`src/rtl/div_seq_ctrl_pkg.sv`:
```
// Shared types and constants for the divider sequencing wrapper.
// Used by the operand/result sign stage and the control FSM.
package div_seq_ctrl_pkg;

  localparam int DATA_W = 32;

  localparam logic [DATA_W-1:0] DIV_ZERO_QUOTIENT = 32'hFFFF_FFFF;

  typedef enum logic [1:0] {
    ST_IDLE   = 2'd0,
    ST_SETTLE = 2'd1,
    ST_FIX    = 2'd2
  } state_t;

endpackage

```
`src/rtl/div_seq_ctrl_sign_mag.sv`:
```
// Conditional 32-bit two's-complement negate, combinational (0 cycles).
// No handshake; output follows the inputs directly.
module sign_mag_32
  import div_seq_ctrl_pkg::*;
(
  input  logic [DATA_W-1:0] i_val,
  input  logic              i_neg,
  output logic [DATA_W-1:0] o_val
);

  assign o_val = i_neg ? (~i_val + 32'd1) : i_val;

endmodule

```
`src/rtl/div_seq_ctrl.sv`:
```
// Sequences an external combinational divider: latch magnitudes, wait SETTLE_CYCLES, sign fix-up, write HI/LO.
// Latency SETTLE_CYCLES+1 edges (1 for divide-by-zero); start is ignored while busy.
module div_seq_ctrl
  import div_seq_ctrl_pkg::*;
#(
  parameter int SETTLE_CYCLES = 4
) (
  input  logic                clock,
  input  logic                clear,
  input  logic                start,
  input  logic                op_signed,
  input  logic [DATA_W-1:0]   dividend,
  input  logic [DATA_W-1:0]   divisor,
  output logic [DATA_W-1:0]   div_a,
  output logic [DATA_W-1:0]   div_b,
  input  logic [2*DATA_W-1:0] div_result,
  output logic                busy,
  output logic                done,
  output logic                div_by_zero,
  output logic [DATA_W-1:0]   hi_out,
  output logic [DATA_W-1:0]   lo_out
);

  localparam logic [7:0] LP_LAST = 8'(SETTLE_CYCLES - 1);

  state_t              r_state;
  state_t              w_state_nxt;
  logic [7:0]          r_cnt;
  logic                r_neg_q;
  logic                r_neg_r;
  logic                r_dbz;
  logic [DATA_W-1:0]   r_div_a;
  logic [DATA_W-1:0]   r_div_b;
  logic [2*DATA_W-1:0] r_raw;
  logic [DATA_W-1:0]   r_hi;
  logic [DATA_W-1:0]   r_lo;
  logic                r_done;
  logic                r_dbz_out;

  logic                w_accept;
  logic                w_capture;
  logic                w_write;
  logic                w_busy;
  logic [DATA_W-1:0]   w_mag_a;
  logic [DATA_W-1:0]   w_mag_b;
  logic [DATA_W-1:0]   w_fix_q;
  logic [DATA_W-1:0]   w_fix_r;

  sign_mag_32 u_mag_a (.i_val(dividend), .i_neg(op_signed & dividend[31]), .o_val(w_mag_a));
  sign_mag_32 u_mag_b (.i_val(divisor),  .i_neg(op_signed & divisor[31]),  .o_val(w_mag_b));
  sign_mag_32 u_fix_q (.i_val(r_raw[DATA_W-1:0]),        .i_neg(r_neg_q), .o_val(w_fix_q));
  sign_mag_32 u_fix_r (.i_val(r_raw[2*DATA_W-1:DATA_W]), .i_neg(r_neg_r), .o_val(w_fix_r));

  always_ff @(posedge clock or negedge clear) begin
    if (!clear) begin
      r_state <= ST_IDLE;
    end else begin
      r_state <= w_state_nxt;
    end
  end

  always_comb begin
    w_state_nxt = r_state;
    w_accept    = 1'b0;
    w_capture   = 1'b0;
    w_write     = 1'b0;
    w_busy      = 1'b1;
    unique case (r_state)
      ST_IDLE: begin
        w_busy = 1'b0;
        if (start) begin
          w_accept    = 1'b1;
          w_state_nxt = (divisor == '0) ? ST_FIX : ST_SETTLE;
        end
      end
      ST_SETTLE: begin
        if (r_cnt == LP_LAST) begin
          w_capture   = 1'b1;
          w_state_nxt = ST_FIX;
        end
      end
      ST_FIX: begin
        w_write     = 1'b1;
        w_state_nxt = ST_IDLE;
      end
      default: begin
        w_busy      = 1'b0;
        w_state_nxt = ST_IDLE;
      end
    endcase
  end

  // On divide-by-zero the dividend magnitude is parked in the raw remainder slot,
  // so the normal remainder fix-up restores the original signed dividend for HI.
  always_ff @(posedge clock or negedge clear) begin
    if (!clear) begin
      r_cnt     <= '0;
      r_neg_q   <= 1'b0;
      r_neg_r   <= 1'b0;
      r_dbz     <= 1'b0;
      r_div_a   <= '0;
      r_div_b   <= '0;
      r_raw     <= '0;
      r_hi      <= '0;
      r_lo      <= '0;
      r_done    <= 1'b0;
      r_dbz_out <= 1'b0;
    end else begin
      r_done <= w_write;
      if (w_accept) begin
        r_neg_q <= op_signed & (dividend[31] ^ divisor[31]);
        r_neg_r <= op_signed & dividend[31];
        r_div_a <= w_mag_a;
        r_div_b <= w_mag_b;
        r_cnt   <= '0;
        r_dbz   <= (divisor == '0);
        if (divisor == '0) begin
          r_raw <= {w_mag_a, DIV_ZERO_QUOTIENT};
        end
      end else if (r_state == ST_SETTLE) begin
        r_cnt <= r_cnt + 8'd1;
      end
      if (w_capture) begin
        r_raw <= div_result;
      end
      if (w_write) begin
        r_hi      <= w_fix_r;
        r_lo      <= r_dbz ? DIV_ZERO_QUOTIENT : w_fix_q;
        r_dbz_out <= r_dbz;
      end
    end
  end

  assign div_a       = r_div_a;
  assign div_b       = r_div_b;
  assign busy        = w_busy;
  assign done        = r_done;
  assign div_by_zero = r_dbz_out;
  assign hi_out      = r_hi;
  assign lo_out      = r_lo;

endmodule

```
`config.mk`:
```
export PLATFORM = sky130hd
export DESIGN_NAME = div_seq_ctrl
export DESIGN_NICKNAME = d
export VERILOG_FILES = /design/src/rtl/div_seq_ctrl_pkg.sv /design/src/rtl/div_seq_ctrl_sign_mag.sv /design/src/rtl/div_seq_ctrl.sv
export SDC_FILE = /design/constraint.sdc
export NUM_CORES = 1
export LEC_CHECK = 0
export CAP_MARGIN = 20
export CORE_MARGIN = 2
export CORE_UTILIZATION = 54
export DETAILED_ROUTE_END_ITERATION = 12
export PLACE_DENSITY = 0.94
export SLEW_MARGIN = 20
export SYNTH_ARGS = -nofsm -noshare
export SYNTH_HDL_FRONTEND = slang
export SYNTH_SLANG_ARGS = --single-unit
```
`constraint.sdc`:
```
create_clock -name clock -period 6.66 [get_ports clock]
set_input_delay 0.999 -clock clock [delete_from_list [all_inputs] [get_ports clock]]
set_output_delay 0.999 -clock clock [all_outputs]
set_load 0.005 [all_outputs]
```
==> After elaboration in Yosys (flattened, before gate mapping) <==
Cells that the tools add are included.
Widths: inputs -> output; s select.
{ "op_classes": {"n_addsub": 5, "n_eq_ne": 5, "muxes": 20, "bitwise_logic": 8, "reduce_logical": 8} }
{ "op_table": {"columns": ["cell", "count"], "rows": [
  ["$mux 64", 3],
  ["$mux 32", 5],
  ["$add 32x1->32 const B", 4],
  ["$not 32->32", 4],
  ["$logic_not 32->1", 1],
  ["$mux 8", 2],
  ["$add 8x1->8 const B", 1],
  ["$eq 8x2->1 const B", 1],
  ["$mux 1", 6],
  ["$mux 2", 3],
  ["$reduce_bool 2->1", 3],
  ["$ne 2x2->1 const B", 2],
  ["$pmux 2 s2", 1],
  ["$reduce_and 2->1", 2],
  ["$and 1x1->1", 3],
  ["$eq 2x1->1 const B", 1],
  ["$eq 2x2->1 const B", 1],
  ["$logic_not 2->1", 1],
  ["$reduce_or 2->1", 1],
  ["$xor 1x1->1", 1]
]} }
{ "totals": {"ff_bits": 207, "inputBits": 132, "out_inout_bits": 131, "elab_cells": 58} }

==> Longest topological paths before layout <==
{ "logic_depth": {"ltp_word": 6, "mapped_depth": 10, "depth_no_buf": 8} }

==> By module <==
From an unflattened synthesis, not the netlist that was laid out.
{ "unflattened": {"cells_unflattened": 1280, "hier_area_um2": 12296.8} }
{ "by_module_without_submodules": {"columns": ["module", "instances", "cells_each", "area_per_inst_um2", "seq_area_each_um2"], "rows": [
  ["div_seq_ctrl", 1, 884, 9188.8, 5180.0],
  ["sign_mag_32", 4, 99, 777.0, 0.0]
]} }

==> Worst setup path before layout <==
OpenSTA, ideal clock, no wires.
{ "synth_timing": {"kind": "input -> register", "from": "in divisor[11]", "to": "reg r_raw[38]", "setup_ps": 134, "arrival_ps": 2844, "required_time_ps": 6526, "setup_slack_ps": 3683, "stages": 7, "n_path_buf": 2, "path_cell_list": "or4_1 -> nor4_4 -> and3_1 -> buf_2 -> buf_2 -> mux2i_1 -> o21ai_0"} }
{ "synth_between": {"elab_chain_cells": 3} }
{ "synth_rtl": {"columns": ["item", "line_no", "text"], "rows": [
  ["from (decl)", "div_seq_ctrl.sv:13", "input logic [DATA_W-1:0] divisor,"],
  ["$logic_not 32->1", "div_seq_ctrl.sv:117", "if (divisor == '0) begin"],
  ["$reduce_bool 2->1 (no line)", null, null],
  ["$reduce_and 2->1 (no line)", null, null],
  ["to (signal assigned)", "div_seq_ctrl.sv:118", "r_raw <= {w_mag_a, DIV_ZERO_QUOTIENT};"],
  ["to (signal assigned)", "div_seq_ctrl.sv:124", "r_raw <= div_result;"],
  ["to (decl)", "div_seq_ctrl.sv:34", "logic [2*DATA_W-1:0] r_raw;"]
]} }
No other way between the ends.
A chain may end at the register's enable or synchronous reset.

==> Worst setup path after layout <==
{ "layout_timing": {"from": "in divisor[9]", "to": "reg r_raw[48]"} }
The elaborated chain is that of the path after synthesis.

==> results.md <==
* Final period util at 58.9%
* Number of global-route vias before repair at 9512
* TritonCTS sink count at 207
* Fin area at 14200 um2
* Routed WL per cell at 18.8 um
* Startpoint types: input pin
* Root Driver: clkbuf_16
* All-layer global routing usage at 30.2%
* Synth unique cells at 53
* Setup TNS at 0 ns
* Synthesized instance count at 1175
* RSZ-0062 raised after global routing: false
* Total core area at 19300 um2
* Number of enable flip-flop cells after synthesis at 0
* Syn Area/Cell at 8.99 um2
* Worst Clk Skew at 0.0122 ns
* Peak supply drop at 0.399 mV
* Max layer used: met4
* Row count at 51
* Seq/Total Area, Yosys at 49.1%
* Seq pwr share at 37.1%
* Clock power frac at 22.2%
* Switching power at 2.06 mW
* Die span in x at 144 um
* Global-route congestion overflow total at 0
* Worst-Skew Late Latency at 0.50 ns
* Largest net degree at the start of global routing at 138
* Initial DRC Count at 869
* Antenna viol nets, final at 0
* Synth Cell Area at 10600 um2
* Starting Density at 54.6%
* Routed met1 length at 12800 um
* Max Freq at 0.255 GHz
* Setup ws final at 2.74 ns
* Crit path time final at 3.92 ns
* Leakage at 6.16 nW
* DRT Wirelength at 31600 um
* Combinational fraction of design power at 40.7%
* Initial antenna violation count at 1
* CTS tree: yes
* Top Ports at 263
* Worst-path clk slew at 0.06 ns
* Cts repair resizes at 0
* Prevailing post-synth register cell: dfrtp_1
* Drt drc at 0
* #FFs+latches synth at 207
* Layout Nets at 1540
* Max cap viols at 0
* Setup violators final at 0
* CTS buffer count at 22
* Setup bufs post-CTS at 0
* Die height at 144 um
* Required @ worst endpoint at 7.07 ns
* CP arrival at 4.33 ns
* CTS Buffer Depth at 3
* CP max FO at 51
* Slew headroom at 30.4%
* Net Sw Frac at 34.7%
* Drt first pass iters at 5
* Vias per inst at 5.83
* Synth Warn # at 0
* Synth async-reset ratio at 100%
* Status: completed
* Metal3 WL at 3050 um
* Internal power at 3.87 mW
* Htree depth at 1
* Layout cell share with drive strength beyond 1 at 5.16%
* Placed Area at 13300 um2
* # port buffers at 262
* Routability cong. at 0.950
* Vias at 9800
* Worst-margin pin slew at 1.04 ns
* First-pass GRT wire length at 49100 um
* Hold-fix buffers, CTS at 0
* Final hold violations at 0
* Critical Path Sink Type: flop
* Fill cell count at 1369
* WL met2 at 14900 um
* Layout area overhead at 34.1%
* Design Power at 5.94 mW
* DP HPWL at 22600 um
* Crit Path Category: in -> reg
* Post-Place Setup Slack at 2.27 ns
* Die footprint at 20700 um2
* Pwr dens at 419 nW/um2
* Post-Syn Nets at 1315
* Tightest Hold Check Type: in -> async
* Fin. max-slew vios at 0
-- kinds of logic after synthesis --
logic type | Yosys count | share of synthesized area, %
buffers and inverters | 90 | 3.28
and+or+nand+nor | 404 | 17.6
adders and majority gates | 8 | 0.948
xor gates and xnor gates | 123 | 10.2
AOI/OAI and AO/OA | 329 | 17.6
DFF | 207 | 49.1
muxes | 14 | 1.36
-- state kept, by name (all words and copies together), names as in the netlist, 2 cells and up --
name / cells
r_state: 2
lo_out: 32
div_b: 32
hi_out: 32
div_a: 32
r_raw: 64
r_cnt: 8
-- power groups by stage --
stage / Sequential, mW / Clock [mW] / Combinational (mW)
global route: 2.26 / 1.39 / 2.66
CTS: 2.20 / 1.33 / 2.42
finish: 2.20 / 1.32 / 2.42
global placement: 2.18 / 0 / 2.29
detailed placement: 2.20 / 0 / 2.39
floorplan: 2.10 / 0 / 1.19
-- cell type report --
type	count	area, um2	share of cell area [%]
antenna	1	2.50	0.0177
timing repair buffer	269	2700	19.1
tap	265	332	2.34
clock buffer	33	683	4.82
inverter	22	82.6	0.583
multi-input combinational	878	5070	35.8
sequential	207	5180	36.6
clock inverter	6	108	0.760
-- layer usage --
metal,global-route usage (%),vias up
li1,-,4521
met1,39.8,4752
met2,49.2,454
met3,7.83,73
met4,9.13,0
met5,0,-
-- worst max-delay path, stage by stage --
cell and delay (ns):
clkdlybuf4s50_1 0.50, or4_1 0.68, nor4_4 0.54, and3_2 0.92, nand2_1 0.37, o211ai_1 0.28
-- worst paths after layout --
check | startpoint | to | slack, ns | depth (start not counted)
max | divisor[9] | r_raw[48] | 2.74 | 6
min | clear | hi_out[17] | 0.36 | 1
max reg2reg | r_state[0] | r_raw[48] | 3.78 | 7
min reg2reg | div_b[23] | div_b[23] | 0.48 | 2
max in group asynchronous | clear | r_state[1] | 5.10 | 2
min in group clock | div_b[23] | div_b[23] | 0.48 | 2
-- cells in the mapped netlist, drive strengths merged, types with 2 or more instances --
cell type / count / area [um2]
a41oi: 2 / 17.5
nor3: 20 / 105
nand4: 5 / 31.3
o41ai: 10 / 95.1
nor2: 113 / 424
a21o: 16 / 120
nor4: 13 / 96.3
ha: 8 / 100
and3: 8 / 50.1
buf: 9 / 42.5
clkbuf: 59 / 221
xor2: 75 / 657
a31oi: 17 / 106
or3: 9 / 61.3
mux2: 3 / 33.8
o21ai: 147 / 736
dfrtp: 207 / 5180
and2: 6 / 37.5
or2: 4 / 25.0
o31a: 2 / 17.5
xnor2: 48 / 420
mux2i: 11 / 110
nand2: 175 / 657
nand3: 15 / 75.1
or4: 19 / 159
or3b: 2 / 17.5
o211ai: 2 / 15.0
nor2b: 4 / 25.0
nand2b: 3 / 18.8
inv: 22 / 82.6
nand3b: 2 / 15.0
a21oi: 105 / 526
o31ai: 23 / 178
-- metrics by stage --
step | std cells | util [%] | hold WS, ns
6_report | 1681 | 73.2 | 0.365
3_5_place_dp | 1640 | 69.0 | 0.469
3_3_place_gp | 1640 | 69.0 | 0.462
5_1_grt | 1681 | 73.2 | 0.374
2_1_floorplan | 1175 | - | 0.470
4_1_cts | 1679 | 73.1 | 0.483
-- layout by cell type, fill, tap and decap left out, drive strengths merged, types with 9 or more instances in the layout --
cell type | synthesis | layout
a21o | 16 | 16
nor4 | 13 | 13
inv | 22 | 22
xor2 | 75 | 75
xnor2 | 48 | 48
nor2 | 113 | 113
or3 | 9 | 9
o31ai | 23 | 23
or4 | 19 | 19
o41ai | 10 | 10
a31oi | 17 | 17
nor3 | 20 | 20
clkdlybuf4s50 | 0 | 261
o21ai | 147 | 147
nand2 | 175 | 175
a21oi | 105 | 105
nand3 | 15 | 15
dfrtp | 207 | 207
mux2i | 11 | 11
clkbuf | 59 | 33
Note: power is estimated with default switching activity, not from simulation.
